==> src/rtl/bht_ghr_index.sv <==
// bht_ghr_index: index-generation stage in front of the BHT.
// Hashes the fetch PC with a speculative global history register (gshare) to form
// the BHT index, shifts each BHT prediction into the history, and keeps a FIFO of
// pre-shift history snapshots so the history can be repaired on a mispredict.
// Build option: define GHR_FOLD_EN to XOR the folded history into the index;
// leave it undefined for a pure bimodal index (history tracking still runs).
// Index width comes from `BHT_IDX_WIDTH.

`ifndef BHT_IDX_WIDTH
`define BHT_IDX_WIDTH 4
`endif

module bht_ghr_index #(
  parameter int PC_WIDTH   = 32,
  parameter int GHR_LEN    = 16,
  parameter int CKPT_DEPTH = 8
) (
  input  logic                          clk_i,
  input  logic                          rst_i,
  input  logic                          pc_valid_i,
  input  logic [PC_WIDTH-1:0]           pc_i,
  output logic                          ready_o,
  output logic [`BHT_IDX_WIDTH-1:0]     idx_o,
  output logic                          idx_valid_o,
  input  logic                          pred_valid_i,
  input  logic                          pred_taken_i,
  input  logic                          res_valid_i,
  input  logic                          res_mispred_i,
  input  logic                          res_taken_i,
  output logic [GHR_LEN-1:0]            ghr_o,
  output logic [$clog2(CKPT_DEPTH):0]   ckpt_count_o,
  output logic                          res_err_o
);

  localparam int IDX_W = `BHT_IDX_WIDTH;
  localparam int PW    = $clog2(CKPT_DEPTH);
  localparam int CW    = PW + 1;

  logic [GHR_LEN-1:0] ghr;
  logic [GHR_LEN-1:0] ckpt_mem [CKPT_DEPTH];
  logic [PW-1:0]      rd_ptr;
  logic [PW-1:0]      wr_ptr;
  logic [CW-1:0]      count;
  logic [IDX_W-1:0]   idx;
  logic               idx_valid;
  logic               res_err;

  logic               ready;
  logic               full;
  logic               res_ok;
  logic               mispred;
  logic               pop;
  logic               push;
  logic               accept;
  logic [IDX_W-1:0]   pc_idx;
  logic [IDX_W-1:0]   hash;
  logic [GHR_LEN-1:0] oldest;

`ifdef GHR_FOLD_EN
  localparam int NSLICE = (GHR_LEN + IDX_W - 1) / IDX_W;

  // XOR of consecutive IDX_W-bit slices from bit 0 upward; top slice zero-padded.
  function automatic logic [IDX_W-1:0] fold(input logic [GHR_LEN-1:0] g);
    logic [NSLICE*IDX_W-1:0] padded;
    logic [IDX_W-1:0]        acc;
    padded              = '0;
    padded[GHR_LEN-1:0] = g;
    acc                 = '0;
    for (int i = 0; i < NSLICE; i++) begin
      acc = acc ^ padded[i*IDX_W +: IDX_W];
    end
    return acc;
  endfunction
`endif

  // PC bits outside the index field do not take part in the hash.
  logic unused_pc_bits;
  assign unused_pc_bits = ^{pc_i[PC_WIDTH-1:IDX_W+2], pc_i[1:0]};

  // Control decode: resolve, push/pop qualification, accept and index hash.
  always_comb begin
    // NOTE: every signal gets a value at the top so no path can infer a latch.
    ready   = (count + CW'(idx_valid)) < CW'(CKPT_DEPTH);
    full    = (count == CW'(CKPT_DEPTH));
    res_ok  = res_valid_i && (count != '0);
    mispred = res_ok && res_mispred_i;
    pop     = res_ok && !res_mispred_i;
    // A full FIFO can still take a push when the oldest entry leaves in the same cycle.
    push    = pred_valid_i && !mispred && (!full || pop);
    accept  = pc_valid_i && ready && !mispred;
    oldest  = ckpt_mem[rd_ptr];
    pc_idx  = pc_i[IDX_W+1:2];
`ifdef GHR_FOLD_EN
    hash    = pc_idx ^ fold(ghr);
`else
    hash    = pc_idx;
`endif
  end

  // Speculative history, FIFO pointers/occupancy, index register and error flag.
  always_ff @(posedge clk_i) begin
    // NOTE: non-blocking assignments so every register samples pre-edge values.
    if (rst_i) begin
      ghr       <= '0;
      rd_ptr    <= '0;
      wr_ptr    <= '0;
      count     <= '0;
      idx       <= '0;
      idx_valid <= 1'b0;
      res_err   <= 1'b0;
    end else begin
      idx_valid <= accept;
      if (accept) begin
        idx <= hash;
      end
      if (res_valid_i && (count == '0)) begin
        res_err <= 1'b1;
      end
      if (mispred) begin
        // Rebuild from the snapshot taken before the mispredicted branch shifted in.
        ghr    <= {oldest[GHR_LEN-2:0], res_taken_i};
        rd_ptr <= '0;
        wr_ptr <= '0;
        count  <= '0;
      end else begin
        if (push) begin
          ghr    <= {ghr[GHR_LEN-2:0], pred_taken_i};
          wr_ptr <= wr_ptr + PW'(1);
        end
        if (pop) begin
          rd_ptr <= rd_ptr + PW'(1);
        end
        case ({push, pop})
          2'b10:   count <= count + CW'(1);
          2'b01:   count <= count - CW'(1);
          default: count <= count;
        endcase
      end
    end
  end

  // Checkpoint storage: snapshot of the history before each prediction shift.
  always_ff @(posedge clk_i) begin
    // NOTE: storage is left unreset; an entry is only ever read after it was written.
    if (!rst_i && push) begin
      ckpt_mem[wr_ptr] <= ghr;
    end
  end

  // A prediction arriving with no room and no pop means upstream lost track of credits.
  assert property (@(posedge clk_i) disable iff (rst_i)
    !(pred_valid_i && !mispred && full && !pop));

  assign ready_o      = ready;
  assign idx_o        = idx;
  assign idx_valid_o  = idx_valid;
  assign ghr_o        = ghr;
  assign ckpt_count_o = count;
  assign res_err_o    = res_err;

endmodule

==> config.mk <==
export PLATFORM = sky130hd
export DESIGN_NAME = bht_ghr_index
export DESIGN_NICKNAME = d
export VERILOG_FILES = /design/src/rtl/bht_ghr_index.sv
export SDC_FILE = /design/constraint.sdc
export NUM_CORES = 1
export LEC_CHECK = 0
export CAP_MARGIN = 25
export CORE_UTILIZATION = 50
export CTS_CLUSTER_SIZE = 20
export DETAILED_ROUTE_END_ITERATION = 16
export HOLD_SLACK_MARGIN = 0.05
export PLACE_DENSITY = 0.72
export RECOVER_POWER = 25
export SLEW_MARGIN = 10
export SYNTH_ARGS = -nofsm -noshare
export SYNTH_HDL_FRONTEND = slang
export SYNTH_SLANG_ARGS = --single-unit
==> constraint.sdc <==
create_clock -name clk_i -period 7.05 [get_ports clk_i]
set_input_delay 0.705 -clock clk_i [delete_from_list [all_inputs] [get_ports clk_i]]
set_output_delay 0.705 -clock clk_i [all_outputs]
set_load 0.01 [all_outputs]
# Word level (Yosys, flattened, before mapping)
# Memory sizes are Yosys's and may differ from the RTL's. A register that Yosys moved wholly into a read port is not among the register bits.
# Index checks and enable logic that the tools add are counted.
[totals]
register_bits = 32
ramBits = 128
inputBits = 40
output_inout_bits = 27
wordCells = 43
memories = 1
[classes]
add_sub_neg = 5
magnitude_cmp = 1
eq_ne = 3
muxes = 7
reduce_logical = 19
[mem_list]
columns = ["memory", "words", "width", "rd", "rd_ports_with_merged_regs", "wr", "line_no", "rtl"]
rows = [
  ["ckpt_mem", 8, 16, 1, 1, 1, "40", "logic [GHR_LEN-1:0] ckpt_mem [CKPT_DEPTH];"],
]
[op_table]
columns = ["cell", "count"]
rows = [
  ["16-bit 2-to-1 mux", 2],
  ["1-bit logical AND", 9],
  ["4-bit case mux with 2 select lines", 1],
  ["3-bit by 1-bit adder with 3-bit output (second input constant)", 2],
  ["3-bit 2-to-1 mux", 2],
  ["4-bit by 1-bit adder with 4-bit output", 1],
  ["4-bit by 1-bit adder with 4-bit output (second input constant)", 1],
  ["4-bit == test (second input constant)", 1],
  ["1-bit logical NOT", 4],
  ["4-bit logical NOT", 1],
  ["4-bit less-than comparator (second input constant)", 1],
  ["2-bit nonzero test", 2],
  ["4-bit nonzero test", 1],
  ["4-bit by 1-bit subtractor with 4-bit output (second input constant)", 1],
  ["2-bit by 1-bit == test with 1-bit output (second input constant)", 1],
  ["2-bit == test (second input constant)", 1],
  ["1-bit 2-to-1 mux", 2],
  ["2-bit OR reduction", 1],
  ["1-bit logical OR", 1],
]

# Logic depth before layout (Yosys ltp)
# Gate-level depths: netlist of run 1.
[depth]
ltp_word = 9
ltp_mapped = 8
mapped_depth_nobuf = 7

# Worst setup path before layout of run 1
# Ideal clock, no wire load.
[synth_path]
path_type = "register to register"
startpoint = "register count[0], in the netlist ckpt_count_o[0]"
endpoint = "memory ckpt_mem[4][0] (enable)"
setup_ns = 0.426
t_arrival_ns = 2.845
t_required_ns = 6.624
path_slack_ns = 3.779
stages_incl_launch_ff = 6
path_buffers = 1
period_less_slack_ns = 3.271
cell_sequence = "dfxtp_1 > buf_4 > or4_4 > o211ai_2 > nand3_1 > nor4_1"
[synth_via]
elab_chain_cells = 9
word_cells_on_any_way = 13
classes_between = "eq/ne: 1; mux: 2; reduce/logical: 10"
[synth_lines]
columns = ["element", "line_no", "rtl"]
rows = [
  ["start: declaration", "43", "logic [CW-1:0] count;"],
  ["start signal: assignment", "134", "2'b10: count <= count + CW'(1);"],
  ["start signal: assignment", "135", "2'b01: count <= count - CW'(1);"],
  ["start signal: assignment", "136", "default: count <= count;"],
  ["4-bit nonzero test", "85", "res_ok = res_valid_i && (count != '0);"],
  ["1-bit logical AND", "85", ""],
  ["1-bit logical AND", "86", "mispred = res_ok && res_mispred_i;"],
  ["1-bit logical NOT", "89", "push = pred_valid_i && !mispred && (!full || pop);"],
  ["1-bit logical AND", "89", ""],
  ["1-bit logical AND *", "89", ""],
  ["1-bit logical AND *", "145", "if (!rst_i && push) begin"],
  ["1-bit 2-to-1 mux *", "145", ""],
  ["1-bit 2-to-1 mux (not written as such) *", "146", "ckpt_mem[wr_ptr] <= ghr;"],
  ["end: declaration", "40", ""],
]
# Every way passes the cells marked *; elsewhere a longest branch is shown, timed or not.

# Worst setup path in the final report of run 1
[layout_path]
startpoint = "input port rst_i"
endpoint = "memory ckpt_mem[7][7] (enable)"
[layout_via]
elab_chain_cells = 4
[layout_lines]
columns = ["element", "line_no", "rtl"]
rows = [
  ["start: declaration", "19", "input logic rst_i,"],
  ["1-bit logical NOT", "145", ""],
  ["1-bit logical AND", "145", ""],
  ["1-bit 2-to-1 mux", "145", ""],
  ["1-bit 2-to-1 mux (not written as such)", "146", ""],
]
# Every way passes these cells.

==> qor.csv, run 1 <==
metric,value,unit
grt ovf,0,
CTS Hold Buffers Added,0,
actual slew at the worst max-slew pin,0.930,ns
Pre-Repair DR Iteration Count,5,
# rows,40,
Tcrit/Tclk final,44.4,%
RSZ-0062 raised after global routing,no,
vias in the first global route,3643,
final hold violations,0,
root cell of the clock tree,clkbuf_16,
TNS Setup,0,ns
critical path endpoint category,flip-flop,
Initial Utilization,51.8,%
R2R depth,5,
mapped cell area,6300,um^2
Slew Limit Headroom,37.9,%
Hold Path Class,flip-flop to flip-flop,
Setup crit start,rst_i,
Post-synth EDFFs,120,
CORE AREA,12200,um^2
status,"complete, no violations",
Seq cells post-synth,155,
Final min period,3.13,ns
register area share after synthesis,68.3,%
Max Cap Viol,0,
pin count of the biggest net entering global routing,33,
die area,13100,um^2
fin. max-slew vios,0,
critical path class,input pin to flip-flop,
IO Pins,67,
Place WS,3.45,ns
diodes inserted,0,
routed vias,3563,
die width,114,um
FMAX,320,MHz
fillers,904,
global-route wire length before repair,20100,um
share of cells above drive strength 1,24.0,%
Synth-to-Final Area Change,18.5,%
Nets,479,
Worst-Skew Late Latency,0.42,ns
clock slew at reported path FFs,0.06,ns
number of unique standard cell types used by synthesis,47,
buffers inserted by post-CTS timing repair,0,
"Avg Cell Area, Syn",16.1,um^2
async set or reset register ratio after synthesis,0,%
final setup vio count,0,
Via-to-Cell Ratio,5.80,
Power Dens Cells,352,nW/um^2
Post-Synthesis Cells,391,
Min Hold Slack,0.479,ns
residual DRC count,0,
ANT nets after route,0,
CP Data Arrival Time,3.23,ns
post-DP HPWL,7230,um
Worst VDD drop,0.224,mV
RR Endpoint,ckpt_mem[6][6]$_DFFE_PP_,
antenna violations before repair,0,
port bufs,38,
clock buffer depth,2,
total chip power,2.63,mW
R2R Setup Slk,4.46,ns
cts repair resizes,0,
syn_nets,436,
Num CTS Buffers,17,
gr usage total,21.5,%
Layout Skew,0.00675,ns
clk sinks,155,
final RePlAce weighted congestion,0.745,
post-DR wirelength/cell,20.8,um
P_leak,2.41,nW
crit start category,input pin,
dpl cell area,6880,um^2
ys flop type,edfxtp_1,
crit-path max FO,20,
Final Worst Setup Slack,3.92,ns
Die H,114,um
Starting DRT DRC Count,385,
htree depth,4,
CTS tree,yes,
CP Capture Point,ckpt_mem[7][7]$_DFFE_PP_,
final WL,12800,um
design area,7460,um^2
Reg2Reg Launch Point,ckpt_count_o[3]$_SDFFE_PP0P_,
Synth warnings,0,
"Req. time, crit path",7.15,ns
## metal layers
metal  global-route usage, %  vias to the layer above  part of all wire [%]  wire (um)
met1                    27.4                     1821                    41       5290
li1                        -                     1614                     -          -
met5                       0                        -                     0          0
met3                    5.82                       10                   6.1        780
met2                    36.0                      118                    52       6630
met4                    7.27                        0                  0.73         93
## worst min path at each step
stage | startpoint | to | slack, ns | cells after the start
4_1_cts | res_err_o$_SDFFE_PP0P_ | res_err_o$_SDFFE_PP0P_ | 0.48 | 2
6_report | res_err_o$_SDFFE_PP0P_ | res_err_o$_SDFFE_PP0P_ | 0.48 | 2
3_5_place_dp | res_err_o$_SDFFE_PP0P_ | res_err_o$_SDFFE_PP0P_ | 0.46 | 2
2_1_floorplan | rd_ptr[2]$_SDFFE_PP0P_ | flip-flop | 0.46 | 2
3_3_place_gp | res_err_o$_SDFFE_PP0P_ | res_err_o$_SDFFE_PP0P_ | 0.47 | 2
5_1_grt | res_err_o$_SDFFE_PP0P_ | res_err_o$_SDFFE_PP0P_ | 0.52 | 2
## report_power, final
group | switching (mW) | internal, mW | total [mW]
combinational | 0.263 | 0.271 | 0.534
sequential | 0.0951 | 1.10 | 1.20
clock | 0.345 | 0.552 | 0.897
total | 0.703 | 1.92 | 2.63
## cell families after synthesis
kind of cell,after synthesis,share of synthesized area [%]
xor+xnor,3,0.417
simple gates,86,6.45
fa+ha+maj,5,1.11
mux,52,14.5
compound gates,56,6.51
buf+inv,34,2.66
flops,155,68.3
## cells in the mapped netlist, types with 2 or more instances
cell,number,area [um^2]
a21oi_1,5,25.0
mux2_2,16,180
nand4_1,2,12.5
a31oi_1,15,93.8
o21ai_0,18,90.1
edfxtp_1,120,3600
nand2_1,43,161
buf_4,2,15.0
mux4_2,30,676
mux2i_1,6,60.1
and3_1,2,12.5
nor4_1,2,12.5
buf_6,3,33.8
a311oi_1,4,35.0
nor2_1,15,56.3
nand2b_1,4,25.0
buf_2,8,40.0
a31o_2,4,35.0
dfxtp_1,35,701
nor3_1,6,30.0
ha_1,4,50.1
clkbuf_1,10,37.5
nand3_1,3,15.0
inv_1,10,37.5
xor2_1,2,17.5
## state kept, by name, summed over array words and instances (netlist names), named ones only
register	cells
ckpt_count_o	4
ckpt_mem	120
ghr_o	16
idx_o	4
idx_valid_o	1
rd_ptr	3
res_err_o	1
wr_ptr	3
## cells in the final DEF, fill, tap and decap left out, types with 3 or more instances in the layout
cell             instances
a31oi_1                 15
mux4_2                  30
ha_1                     4
clkinv_2                 4
bufinv_16                3
clkbuf_16               17
nor3_2                   3
edfxtp_1               120
nor3_1                   3
o21ai_0                 18
a21oi_1                  5
nand2b_1                 4
dfxtp_1                 33
nand2_1                 43
mux2_2                  16
a311oi_1                 4
inv_1                   10
mux2i_1                  6
buf_4                   10
clkdlybuf4s50_1         38
clkinvlp_4               4
nand3_1                  3
a31o_2                   4
nor2_1                  14
## cell type report
type,count,area (um^2),area share [%]
clock inverters,12,149,1.99
repair buffers,48,455,6.10
inverters,10,37.5,0.503
well taps,168,210,2.82
flip-flops and latches,155,4310,57.7
clock buffers,19,433,5.80
multi-input cells,202,1870,25.1
## through the flow
step	cells	utilization, %
CTS	614	61.4
floorplan	391	-
global route	614	61.4
detailed placement	583	56.6
global placement	583	56.6
finish	614	61.4
## critical path: stages
cell	delay, ns
clkdlybuf4s50_1	0.75
inv_1	0.76
nand3_1	0.21
nor2_1	0.46
buf_4	0.34
Power figures use the tool's default switching activity.
==> run 2: changes to the inputs <==
clock period = 3 ns   (was 7.05 ns; I/O delays follow)
==> run 2 against run 1 <==
Compared with the run above: setup slack worse by 3.4 ns; via count increased by 4.3%; critical path depth shrank 2; total power grew 140%; largest power group unchanged; sequential power grew 140%; sequential share of layout area decreased by 0.80 points; count of clock-buffer cells in the layout rose by 1; critical endpoint is now ready_o; highest routed layer unchanged; wire length rose by 1.9%; clock skew about the same; final area increased by 1.4%.
==> qor.csv, run 2 (synthesis results as in run 1) <==
metric,value,unit,change
port bufs,38,,unchanged
FMAX,396,MHz,
CORE AREA,12200,um^2,unchanged
# rows,40,,unchanged
CTS Hold Buffers Added,0,,unchanged
placed cell count,594,,+1.9%
final setup vio count,0,,unchanged
actual slew at the worst max-slew pin,0.971,ns,+0.0404 ns
Largest Register,ckpt_mem,,
critical path endpoint category,output pin,,
grt ovf,0,,unchanged
Via-to-Cell Ratio,5.94,,+2.3%
buffers inserted by post-CTS timing repair,0,,unchanged
routed vias,3716,,+4.3%
IO Pins,67,,unchanged
Worst-Skew Late Latency,0.42,ns,about the same
crit-path max FO,10,,-50%
Starting DRT DRC Count,357,,-7.3%
vias in the first global route,3702,,+1.6%
Max Cap Viol,0,,unchanged
share of cells above drive strength 1,24.9,%,+0.90 points
Hold Path Class,flip-flop to flip-flop,,
Layout Cells excl Fill,626,,+2.0%
most frequent cells in the layout,"edfxtp_1, nand2_1, clkdlybuf4s50_1, dfxtp_1, mux4_2",,
status,"complete, no violations",,
final WL,13000,um,+1.9%
cts repair resizes,0,,unchanged
Tcrit/Tclk final,84.2,%,
Layout Skew,0.00645,ns,-0.000299 ns
Worst VDD drop,0.416,mV,+85%
die width,114,um,unchanged
final RePlAce weighted congestion,0.778,,+4.4%
fin. max-slew vios,0,,unchanged
pin count of the biggest net entering global routing,33,,unchanged
max reg flops,120,,unchanged
root cell of the clock tree,clkbuf_16,,
antenna violations before repair,0,,unchanged
Initial Utilization,51.8,%,unchanged
clock buffer depth,2,,unchanged
htree depth,4,,unchanged
critical path class,flip-flop to output pin,,
"Req. time, crit path",2.70,ns,-4.45 ns
Power Dens Cells,824,nW/um^2,+130%
CP Data Arrival Time,2.23,ns,-1.00 ns
total chip power,6.23,mW,+140%
CTS tree,yes,,
Min Hold Slack,0.486,ns,+0.00703 ns
TNS Setup,0,ns,unchanged
RSZ-0062 raised after global routing,no,,
clk sinks,155,,unchanged
P_leak,2.47,nW,+2.4%
Pre-Repair DR Iteration Count,5,,unchanged
Die H,114,um,unchanged
Synth-to-Final Area Change,20.1,%,
post-DR wirelength/cell,20.8,um,about the same
Place WS,0.470,ns,-2.98 ns
"most common cell after layout, fill and taps aside",edfxtp_1,,
Final Worst Setup Slack,0.474,ns,-3.45 ns
Final min period,2.53,ns,
ANT nets after route,0,,unchanged
Nets,490,,+2.3%
residual DRC count,0,,unchanged
final hold violations,0,,unchanged
gr usage total,22.1,%,+0.59 points
diodes inserted,0,,unchanged
crit start category,flip-flop,,
post-DP HPWL,7500,um,+3.7%
global-route wire length before repair,20600,um,+2.2%
clock slew at reported path FFs,0.06,ns,about the same
die area,13100,um^2,unchanged
Num CTS Buffers,17,,unchanged
Slew Limit Headroom,35.2,%,-2.7 points
-- run 2: per-layer routing --
layer | up-vias | global-route usage [%] | wire [um]
met4 | 0 | 8.57 | 223
met3 | 21 | 5.82 | 866
met5 | - | 0 | 0
met2 | 142 | 35.5 | 6550
met1 | 1912 | 29.1 | 5400
li1 | 1641 | - | -
-- run 2: power breakdown --
group	switching, mW	total, mW	internal [mW]
Clock	0.814	2.12	1.30
Combinational	0.593	1.26	0.669
Sequential	0.267	2.85	2.59
-- run 2: worst paths after layout --
kind	startpoint	to	slack [ns]	cells past startpoint
setup / recovery	ckpt_count_o[1]$_SDFFE_PP0P_	ready_o	0.47	3
hold / removal	res_err_o$_SDFFE_PP0P_	res_err_o$_SDFFE_PP0P_	0.49	2
setup reg to reg	ckpt_count_o[3]$_SDFFE_PP0P_	ckpt_count_o[3]$_SDFFE_PP0P_	0.60	8
hold reg to reg	res_err_o$_SDFFE_PP0P_	res_err_o$_SDFFE_PP0P_	0.49	2
-- run 2: stage by stage --
stage | utilization, % | cell area (um^2)
final | 62.2 | 7570
after global routing | 62.2 | 7570
after global placement | 57.4 | 6980
after detailed placement | 57.4 | 6980
after floorplan | - | 6310
after CTS | 62.2 | 7570
-- run 2: cell type report --
| class | count | area [um^2] |
|---|---|---|
| multi-input cells | 202 | 1880 |
| clock buffers | 20 | 437 |
| fillers | 896 | 4590 |
| clock inverters | 12 | 148 |
| flip-flops and latches | 155 | 4310 |
| repair buffers | 59 | 551 |
| well taps | 168 | 210 |
| inverters | 10 | 37.5 |
-- run 2: worst max-delay path, stage by stage, from the launching register on --
cell	delay (ns)
dfxtp_1	0.58
nand4_1	0.16
xor2_1	0.43
clkdlybuf4s50_1	0.63
